[src/rtl/control_sequencer.sv]
// Microcoded control sequencer for the BasicCPU: fetch in T0/T1, opcode-specific
// execute in T2..T4, driving the active-low read/write strobes of every bus register.
module control_sequencer #(
    parameter bit HALT_ON_UNDEFINED = 1'b0
) (
    input  logic       i_clk,
    input  logic       i_reset_n,
    input  logic       i_step_en,
    input  logic [3:0] i_opcode,
    input  logic       i_flag_carry,
    input  logic       i_flag_zero,
    output logic       o_pc_read_n,
    output logic       o_pc_write_n,
    output logic       o_pc_inc,
    output logic       o_mar_write_n,
    output logic       o_ram_read_n,
    output logic       o_ram_write_n,
    output logic       o_ir_read_n,
    output logic       o_ir_write_n,
    output logic       o_a_read_n,
    output logic       o_a_write_n,
    output logic       o_b_write_n,
    output logic       o_alu_read_n,
    output logic       o_alu_sub,
    output logic       o_flags_write_n,
    output logic       o_out_write_n,
    output logic [2:0] o_step,
    output logic       o_halted
);

    typedef enum logic [2:0] {
        T0 = 3'd0,
        T1 = 3'd1,
        T2 = 3'd2,
        T3 = 3'd3,
        T4 = 3'd4
    } step_t;

    localparam logic [3:0] OP_NOP = 4'h0;
    localparam logic [3:0] OP_LDA = 4'h1;
    localparam logic [3:0] OP_ADD = 4'h2;
    localparam logic [3:0] OP_SUB = 4'h3;
    localparam logic [3:0] OP_STA = 4'h4;
    localparam logic [3:0] OP_LDI = 4'h5;
    localparam logic [3:0] OP_JMP = 4'h6;
    localparam logic [3:0] OP_JC  = 4'h7;
    localparam logic [3:0] OP_JZ  = 4'h8;
    localparam logic [3:0] OP_OUT = 4'hE;
    localparam logic [3:0] OP_HLT = 4'hF;

    step_t step;
    step_t step_next;
    logic  halted;
    logic  halted_next;

    logic  strobe_en;
    logic  undefined_op;
    logic  halt_op;
    logic  last_step;

    logic  pc_read;
    logic  pc_write;
    logic  pc_inc;
    logic  mar_write;
    logic  ram_read;
    logic  ram_write;
    logic  ir_read;
    logic  ir_write;
    logic  a_read;
    logic  a_write;
    logic  b_write;
    logic  alu_read;
    logic  alu_sub;
    logic  flags_write;
    logic  out_write;

    always_ff @(posedge i_clk) begin
        if (!i_reset_n) begin
            step   <= T0;
            halted <= 1'b0;
        end else begin
            step   <= step_next;
            halted <= halted_next;
        end
    end

    assign undefined_op = (i_opcode >= 4'h9) && (i_opcode <= 4'hD);
    assign halt_op      = (i_opcode == OP_HLT) || (undefined_op && HALT_ON_UNDEFINED);
    assign strobe_en    = i_reset_n && i_step_en && !halted;

    // Only the multi-cycle execute opcodes run past T2; ADD/SUB alone reach T4.
    always_comb begin
        last_step = 1'b1;
        case (step)
            T0, T1: last_step = 1'b0;
            T2: last_step = !((i_opcode == OP_LDA) || (i_opcode == OP_ADD) ||
                              (i_opcode == OP_SUB) || (i_opcode == OP_STA));
            T3: last_step = !((i_opcode == OP_ADD) || (i_opcode == OP_SUB));
            default: last_step = 1'b1;
        endcase
    end

    always_comb begin
        step_next   = step;
        halted_next = halted;
        if (halted) begin
            step_next = T0;
        end else if (i_step_en) begin
            if (last_step) begin
                step_next = T0;
            end else begin
                step_next = step_t'(step + 3'd1);
            end
            if ((step == T2) && halt_op) begin
                halted_next = 1'b1;
            end
        end
    end

    always_comb begin
        pc_read     = 1'b0;
        pc_write    = 1'b0;
        pc_inc      = 1'b0;
        mar_write   = 1'b0;
        ram_read    = 1'b0;
        ram_write   = 1'b0;
        ir_read     = 1'b0;
        ir_write    = 1'b0;
        a_read      = 1'b0;
        a_write     = 1'b0;
        b_write     = 1'b0;
        alu_read    = 1'b0;
        alu_sub     = 1'b0;
        flags_write = 1'b0;
        out_write   = 1'b0;
        if (strobe_en) begin
            case (step)
                T0: begin
                    pc_read   = 1'b1;
                    mar_write = 1'b1;
                end
                T1: begin
                    ram_read = 1'b1;
                    ir_write = 1'b1;
                    pc_inc   = 1'b1;
                end
                T2: begin
                    case (i_opcode)
                        OP_LDA, OP_ADD, OP_SUB, OP_STA: begin
                            ir_read   = 1'b1;
                            mar_write = 1'b1;
                        end
                        OP_LDI: begin
                            ir_read = 1'b1;
                            a_write = 1'b1;
                        end
                        OP_JMP: begin
                            ir_read  = 1'b1;
                            pc_write = 1'b1;
                        end
                        OP_JC: begin
                            ir_read  = i_flag_carry;
                            pc_write = i_flag_carry;
                        end
                        OP_JZ: begin
                            ir_read  = i_flag_zero;
                            pc_write = i_flag_zero;
                        end
                        OP_OUT: begin
                            a_read    = 1'b1;
                            out_write = 1'b1;
                        end
                        default: begin
                            // NOP, HLT and undefined opcodes are silent in T2.
                        end
                    endcase
                end
                T3: begin
                    case (i_opcode)
                        OP_LDA: begin
                            ram_read = 1'b1;
                            a_write  = 1'b1;
                        end
                        OP_ADD, OP_SUB: begin
                            ram_read = 1'b1;
                            b_write  = 1'b1;
                            alu_sub  = (i_opcode == OP_SUB);
                        end
                        OP_STA: begin
                            a_read    = 1'b1;
                            ram_write = 1'b1;
                        end
                        default: begin
                        end
                    endcase
                end
                T4: begin
                    if ((i_opcode == OP_ADD) || (i_opcode == OP_SUB)) begin
                        alu_read    = 1'b1;
                        a_write     = 1'b1;
                        flags_write = 1'b1;
                        alu_sub     = (i_opcode == OP_SUB);
                    end
                end
                default: begin
                end
            endcase
        end
    end

    assign o_pc_read_n     = ~pc_read;
    assign o_pc_write_n    = ~pc_write;
    assign o_pc_inc        = pc_inc;
    assign o_mar_write_n   = ~mar_write;
    assign o_ram_read_n    = ~ram_read;
    assign o_ram_write_n   = ~ram_write;
    assign o_ir_read_n     = ~ir_read;
    assign o_ir_write_n    = ~ir_write;
    assign o_a_read_n      = ~a_read;
    assign o_a_write_n     = ~a_write;
    assign o_b_write_n     = ~b_write;
    assign o_alu_read_n    = ~alu_read;
    assign o_alu_sub       = alu_sub;
    assign o_flags_write_n = ~flags_write;
    assign o_out_write_n   = ~out_write;
    assign o_step          = step;
    assign o_halted        = halted;

    // OP_NOP is decoded implicitly through the default arms.
    logic unused_nop;
    assign unused_nop = (OP_NOP == 4'h0);

endmodule

[config.mk]
export PLATFORM = sky130hd
export DESIGN_NAME = control_sequencer
export DESIGN_NICKNAME = d
export VERILOG_FILES = /design/src/rtl/control_sequencer.sv
export SDC_FILE = /design/constraint.sdc
export NUM_CORES = 1
export LEC_CHECK = 0
export CAP_MARGIN = 5
export CORE_AREA = 2 2 41 43
export DETAILED_ROUTE_END_ITERATION = 16
export DIE_AREA = 0 0 43 45
export GPL_TIMING_DRIVEN = 0
export PLACE_DENSITY = 0.79
export SYNTH_ARGS = -nofsm -noshare
export SYNTH_HDL_FRONTEND = slang
export SYNTH_SLANG_ARGS = --single-unit
[constraint.sdc]
create_clock -name i_clk -period 2.9 [get_ports i_clk]
set_input_delay 0.58 -clock i_clk [delete_from_list [all_inputs] [get_ports i_clk]]
set_output_delay 0.58 -clock i_clk [all_outputs]
set_load 0.01 [all_outputs]
==> impl_table.tex, run 1 <==
\begin{tabular}{lr}
\hline
Metric & Value \\
\hline
\multicolumn{2}{l}{\textbf{Clock network}} \\
TritonCTS clock tree & done \\
Total clock sinks & 4 \\
Clock-pin slew reported for the worst setup and hold paths after clock tree synthesis & roughly 0.04 ns \\
Number of buffers added by the clock tree synthesis step & 3 \\
Clock root buffer & clkbuf\_4 \\
Skew-Pair Late Insertion Delay & approximately 0.23 ns \\
Clock Tree Buf Depth & 2 \\
Number of H-tree levels & 1 \\
\multicolumn{2}{l}{\textbf{STA}} \\
Actual slew at the worst max-slew pin & $\sim$0.32 ns \\
Unrepaired setup endpoints after global routing & false \\
Relative slew slack & about four fifths \\
Final Skew & between 0.003 and 0.004 ns \\
Highest achievable clock rate & between 0.3 and 0.4 GHz \\
Number of pins exceeding their max-slew limit in the final report & 0 \\
Number of endpoints failing setup at the final stage & 0 \\
Setup TNS & 0 ns \\
Number of hold violations in the final report & 0 \\
Final worst-path cycle share & 94.7\% \\
Min cycle time layout & about 2.7 ns \\
\multicolumn{2}{l}{\textbf{Finish}} \\
Net count, final & 127 \\
Antenna cells & 0 \\
Commonest cells after routing, fill and taps aside & 16 x clkdlybuf4s50\_1, 9 x nand2\_1, 7 x inv\_1 \\
Post-layout util & between 60\% and 70\% \\
Area taken by multi-input logic gates & 475 µm² \\
Commonest non-fill, non-tap cell in the layout & clkdlybuf4s50\_1 \\
Number of filler instances in the final layout & 150 \\
Area taken by flip-flops and latches & approximately 80 µm² \\
Layout-stage area growth over the synthesis result & 56.7\% \\
Fraction of layout cells with a size suffix above 1 & roughly 18\% \\
\multicolumn{2}{l}{\textbf{Drt}} \\
DRT iter0 DRCs & 7 \\
Per-cell via count in the routed design & 5.47 \\
Residual antenna-violating net count after detailed routing & 0 \\
DR WL/cell & 13.5 µm \\
Vias after detailed routing & 695 \\
WL final & between 1.5 and 2 mm \\
Detailed-routing iteration count for the pre-antenna-repair pass & 7 \\
Number of DRC violations after detailed routing & 0 \\
\multicolumn{2}{l}{\textbf{Synth}} \\
EDFF count, synth & 0 \\
Sequential fraction of the synthesis area & a little over an eighth \\
Cell types with the largest area share after synthesis & dfxtp\_1 13\%, ha\_1 10\%, nand2\_1 5.6\%, nor3b\_1 5.0\%, inv\_1 4.3\% \\
Post-synth top area share & 13.3\% \\
Post-synth design cell area & roughly 600 µm² \\
Biggest area consumer among synthesized cells & dfxtp\_1 \\
Number of different library cells in the post-synthesis netlist & 36 \\
Async set or reset register ratio after synthesis & 0\% \\
Prevailing post-synth register cell & dfxtp\_1 \\
Post-synthesis net count & 95 \\
Flop and latch count out of synthesis & 4 \\
Synthesized netlist cell count & slightly above 80 \\
Syn. warnings & 0 \\
Post-Syn Area per Cell & roughly 7.5 µm² \\
\multicolumn{2}{l}{\textbf{Worst setup path}} \\
Path depth of the worst reg2reg path & 5 \\
Crit path DAT & 2.17 ns \\
Reg-to-reg critical path startpoint & o\_step[0]\$\_SDFFE\_PP0P\_ \\
Type of element capturing the critical path & output pin \\
Element type at the critical path start & flop \\
Worst reg-to-reg setup slack & roughly 1.2 ns \\
Highest net fanout along the worst path & 7 \\
Crit Reg-Reg Endpoint & o\_step[0]\$\_SDFFE\_PP0P\_ \\
Critical path class & flop to output pin \\
Required time of the critical path & between 2 and 2.5 ns \\
\multicolumn{2}{l}{\textbf{Placed design}} \\
Gp weighted congestion & 0.786 \\
Half-perimeter wire length after placement & 1.29 mm \\
Number of port buffers & 25 \\
\multicolumn{2}{l}{\textbf{GRT}} \\
GRT Residual Overflow & 0 \\
Pin count of the biggest net entering global routing & 11 \\
Number of global-route vias before repair & between 600 and 700 \\
Overall track demand over capacity in global routing & just under 20\% \\
Wire length of the first global-routing pass & between 2 and 3 mm \\
Number of antenna violations at the first check in global routing & 0 \\
\multicolumn{2}{l}{\textbf{Run}} \\
Max\_cap viols & 0 \\
\multicolumn{2}{l}{\textbf{Floorplanning}} \\
\# rows & 14 \\
Initial core utilization & 41.1\% \\
Chip height & around 45 µm \\
Die W & between 40 and 50 µm \\
Area enclosed by the die boundary & between 0.0015 and 0.002 mm² \\
Total core area & 0.00147 mm² \\
Top Ports & 28 \\
\multicolumn{2}{l}{\textbf{Min path}} \\
Kind of path behind the tightest hold check & flop to flop \\
Cell count of the worst hold path & 2 \\
Min-Delay Endpoint & o\_step[1]\$\_SDFFE\_PP0P\_ \\
Hold path start & o\_step[1]\$\_SDFFE\_PP0P\_ \\
\multicolumn{2}{l}{\textbf{Power and ir drop}} \\
Peak ir drop on the vdd network & slightly above 0.2 mV \\
Power density over the cells & roughly 260 mW/mm² \\
Static power due to leakage & $\sim$0.38 nW \\
\multicolumn{2}{l}{\textbf{Outcome}} \\
Result of the run & complete, no violations \\
\hline
\end{tabular}
[where the power goes]
group	internal [mW]	total (mW)	leakage, nW	switching (mW)
combinational	0.0525	0.109	0.335	0.0570
clock	0.0461	0.0666	0.0138	0.0205
sequential	0.0595	0.0658	0.0325	0.00625
[metrics by stage]
step / total power [mW] / hold slack [ns] / cell area (µm²) / setup WS (ns) / instances
floorplan: 0.129 / 0.522 / 604 / 0.868 / 81
finish: 0.242 / 0.528 / 947 / 0.154 / 127
detailed placement: 0.171 / 0.527 / 875 / -0.196 / 122
global placement: 0.169 / 0.518 / 875 / -0.148 / 122
global route: 0.265 / 0.547 / 947 / 0.00111 / 127
CTS: 0.247 / 0.533 / 927 / 0.00519 / 127
[synthesized netlist by cell type (2+ instances only)]
master / number
a21oi_1: 2
and3b_1: 2
buf_2: 2
buf_4: 3
dfxtp_1: 4
ha_1: 5
inv_1: 7
nand2_1: 9
nand3_1: 5
nand3b_1: 3
nand4_1: 2
nor2_1: 6
nor2b_1: 2
nor3b_1: 4
o211ai_1: 2
o21ai_0: 2
o41ai_1: 2
[worst max-delay path, stage by stage (launching register included)]
cell and delay (ns):
dfxtp_1 0.43, ha_1 0.19, ha_2 0.23, nor2b_1 0.17
o211ai_1 0.11, a221o_1 0.32, clkdlybuf4s50_1 0.48
[routing by layer]
layer	up-vias	wire length, µm	global-route usage [%]
li1	358	-	-
met1	309	749	22.8
met2	26	825	33.6
met3	2	113	4.00
met4	0	29	12.1
met5	-	0	0
[how the worst max path moves through the flow]
stage	endpoint	slack, ns	startpoint
4_1_cts	o_a_write_n	0.005	i_opcode[1]
2_1_floorplan	o_a_write_n	0.87	o_step[0]$_SDFFE_PP0P_
5_1_grt	o_a_write_n	0.001	o_step[0]$_SDFFE_PP0P_
6_report	o_a_write_n	0.15	o_step[0]$_SDFFE_PP0P_
3_5_place_dp	o_flags_write_n	-0.20	i_step_en
3_3_place_gp	o_alu_sub	-0.15	i_step_en
[sequential cells by signal, summed over array words and instances, names as in the netlist]
signal and cells:
o_step 3, o_halted 1
[final cells by class]
| type | instances | share of cell area, % |
|---|---|---|
| buffer | 6 | 5.28 |
| clock buffer | 3 | 2.38 |
| inverter | 7 | 2.77 |
| multi-input combinational | 64 | 50.2 |
| sequential | 4 | 8.45 |
| tap | 16 | 2.11 |
| timing repair buffer | 27 | 28.8 |
[timing repair]
action | 4_1_cts | 5_1_grt
cloned | 0 | 0
pin swaps | 2 | 1
hold buffers | 0 | 0
setup endpoints to repair | 5 | 10
buffers inserted | 2 | 0
resized for setup | 8 | 9
[cells by family after synthesis]
group	share of synthesized area (%)
DFF	13.3
AOI/OAI and AO/OA	21.7
and+or+nand+nor	43.1
adders and majority gates	10.4
buffers and inverters	11.6
Note: power is estimated with default switching activity, not from simulation.
==> inputs of run 2 (changes only) <==
SETUP_SLACK_MARGIN = 0.4   (was default)
==> impl_table.tex, run 2 (same netlist as run 1, synthesis figures left out) <==
\begin{tabular}{lr}
\hline
Metric & Value \\
\hline
\multicolumn{2}{l}{\textbf{Drt}} \\
Detailed-routing iteration count for the pre-antenna-repair pass & 3 (-4) \\
Number of DRC violations after detailed routing & 0 (unchanged) \\
Residual antenna-violating net count after detailed routing & 0 (unchanged) \\
WL final & 1.76 mm (+2.6\%) \\
DRT iter0 DRCs & 6 (-1) \\
Per-cell via count in the routed design & 5.45 (-0.34\%) \\
DR WL/cell & 13.6 µm (+0.25\%) \\
Vias after detailed routing & 709 (+2.0\%) \\
\multicolumn{2}{l}{\textbf{Power and ir drop}} \\
Internal Pwr Total & 0.161 mW (+2.0\%) \\
Clock group share of total power & 27.1\% (-0.4 points) \\
Sequential cell fraction of total power & 27.1\% (about the same) \\
Switching power total & 0.0864 mW (+3.1\%) \\
Static power due to leakage & 0.366 nW (-4.0\%) \\
Power density over the cells & 255 mW/mm² (about the same) \\
Comb power frac & 45.8\% (+0.5 points) \\
Peak ir drop on the vdd network & 0.203 mV (-1.4\%) \\
Switching part of the total power & 34.9\% (+0.24 points) \\
Total design power & 0.248 mW (+2.4\%) \\
\multicolumn{2}{l}{\textbf{Clock network}} \\
Number of buffers added by the clock tree synthesis step & 3 (unchanged) \\
Clock-pin slew reported for the worst setup and hold paths after clock tree synthesis & 0.03 ns (about the same) \\
Hold-fix buffers at CTS & 0 (unchanged) \\
Clock root buffer & clkbuf\_4 \\
TritonCTS clock tree & done \\
Total clock sinks & 4 (unchanged) \\
Clock Tree Buf Depth & 2 (unchanged) \\
Skew-Pair Late Insertion Delay & 0.23 ns (about the same) \\
Number of H-tree levels & 1 (unchanged) \\
\multicolumn{2}{l}{\textbf{GRT}} \\
Number of antenna violations at the first check in global routing & 0 (unchanged) \\
Number of global-route vias before repair & 678 (+1.0\%) \\
Pin count of the biggest net entering global routing & 11 (unchanged) \\
Wire length of the first global-routing pass & 2.89 mm (+0.24\%) \\
Overall track demand over capacity in global routing & 19.8\% (+0.084 points) \\
GRT Residual Overflow & 0 (unchanged) \\
\multicolumn{2}{l}{\textbf{Floorplanning}} \\
Area enclosed by the die boundary & 0.00194 mm² (unchanged) \\
Total core area & 0.00147 mm² (unchanged) \\
Top Ports & 28 (unchanged) \\
Initial core utilization & 41.1\% (unchanged) \\
\# rows & 14 (unchanged) \\
Die W & 43 µm (unchanged) \\
Chip height & 45 µm (unchanged) \\
\multicolumn{2}{l}{\textbf{Worst setup path}} \\
Critical path class & input pin to output pin \\
Element type at the critical path start & input pin \\
Required time of the critical path & 2.32 ns (about the same) \\
Type of element capturing the critical path & output pin \\
Highest net fanout along the worst path & 5 (-2) \\
Crit path DAT & 1.91 ns (-0.26 ns) \\
\multicolumn{2}{l}{\textbf{STA}} \\
Final worst-path cycle share & 85.9\% (-8.8 points) \\
Actual slew at the worst max-slew pin & 0.316 ns (-0.00437 ns) \\
Min cycle time layout & 2.49 ns (-0.255 ns) \\
Number of hold violations in the final report & 0 (unchanged) \\
Number of endpoints failing setup at the final stage & 0 (unchanged) \\
Number of pins exceeding their max-slew limit in the final report & 0 (unchanged) \\
Relative slew slack & 78.9\% (+0.29 points) \\
Unrepaired setup endpoints after global routing & true \\
Final Skew & 0.00296 ns (-0.000291 ns) \\
Highest achievable clock rate & 0.401 GHz (+10\%) \\
\multicolumn{2}{l}{\textbf{Finish}} \\
Antenna cells & 0 (unchanged) \\
Commonest cells after routing, fill and taps aside & 11 x dlygate4sd2\_1, 10 x clkdlybuf4s50\_1, 9 x nand2\_1 \\
Fraction of layout cells with a size suffix above 1 & 27.2\% (+9.2 points) \\
Commonest non-fill, non-tap cell in the layout & dlygate4sd2\_1 \\
Largest register FFs & 3 (unchanged) \\
Final standard cell count with taps included and fillers excluded & 130 (+2.4\%) \\
Layout-stage area growth over the synthesis result & 60.7\% \\
Net count, final & 130 (+2.4\%) \\
\multicolumn{2}{l}{\textbf{Placed design}} \\
Number of port buffers & 25 (unchanged) \\
Number of placed instances, taps included & 122 (unchanged) \\
Half-perimeter wire length after placement & 1.29 mm (unchanged) \\
Gp weighted congestion & 0.786 (unchanged) \\
\multicolumn{2}{l}{\textbf{Min path}} \\
Kind of path behind the tightest hold check & flop to flop \\
\multicolumn{2}{l}{\textbf{Run}} \\
Max\_cap viols & 0 (unchanged) \\
\multicolumn{2}{l}{\textbf{Outcome}} \\
Result of the run & complete, no violations \\
\hline
\end{tabular}
[run 2: cell count changes in the layout (fill, tap and decap cells not counted), sizes merged]
cell / delta
buf: +4
clkbuf: +2
clkdlybuf4s15: +1
clkdlybuf4s50: -6
dlygate4sd2: +7
dlymetal6s2s: -5
[run 2: path summary, 6_finish.rpt]
check / cells after the start / end / start / slack (ns)
worst max-delay path: 6 / o_flags_write_n / i_opcode[2] / 0.41
worst min-delay path: 2 / o_step[1]$_SDFFE_PP0P_ / o_step[1]$_SDFFE_PP0P_ / 0.50
worst max register to register: 5 / o_step[0]$_SDFFE_PP0P_ / o_step[0]$_SDFFE_PP0P_ / 1.30
worst min register to register: 2 / o_step[1]$_SDFFE_PP0P_ / o_step[1]$_SDFFE_PP0P_ / 0.50
[run 2: per-stage QoR]
stage               hold slack [ns]  setup WS, ns  setup TNS, ns  area (µm²)  util, %
floorplan                     0.522         0.868              0         604        -
global placement              0.518        -0.148         -0.327         875     59.4
detailed placement            0.527        -0.196         -0.489         875     59.4
CTS                           0.500         0.332              0         936     63.6
global route                  0.510         0.373              0         971     66.0
finish                        0.498         0.409              0         971     66.0
[run 2: area by class of cell]
class	count	area, µm²
tap	16	20.0
sequential	4	85.1
buffer	6	53.8
fill	139	500
inverter	7	26.3
multi-input combinational	64	497
timing repair buffer	30	267
clock buffer	3	22.5
[run 2: critical path: stages]
cell,delay (ns)
clkdlybuf4s15_1,0.28
buf_6,0.20
nor4b_4,0.31
nand3_1,0.13
buf_4,0.14
dlygate4sd2_1,0.28
[run 2: what timing repair did]
item                                    in CTS  in global routing
pin swaps                                    2                  4
gates resized for setup                     30                 13
cloned                                       0                  1
hold endpoints to repair                     0                  0
buffers inserted                             2                  2
endpoints found under the setup margin      15                  8
[run 2: power groups by stage]
stage / combinational, mW / clock, mW / sequential (mW)
2_1_floorplan: 0.0615 / 0 / 0.0670
3_3_place_gp: 0.103 / 0 / 0.0662
3_5_place_dp: 0.104 / 0 / 0.0666
4_1_cts: 0.109 / 0.0720 / 0.0668
5_1_grt: 0.126 / 0.0762 / 0.0679
6_report: 0.114 / 0.0670 / 0.0671
[run 2: layer usage]
layer / vias up / share of wire, % / global-route usage (%)
met5: - / 0 / 0
met4: 0 / 3.1 / 12.7
met3: 4 / 6.2 / 4.40
met2: 27 / 47 / 34.5
met1: 311 / 44 / 21.8
li1: 367 / - / -
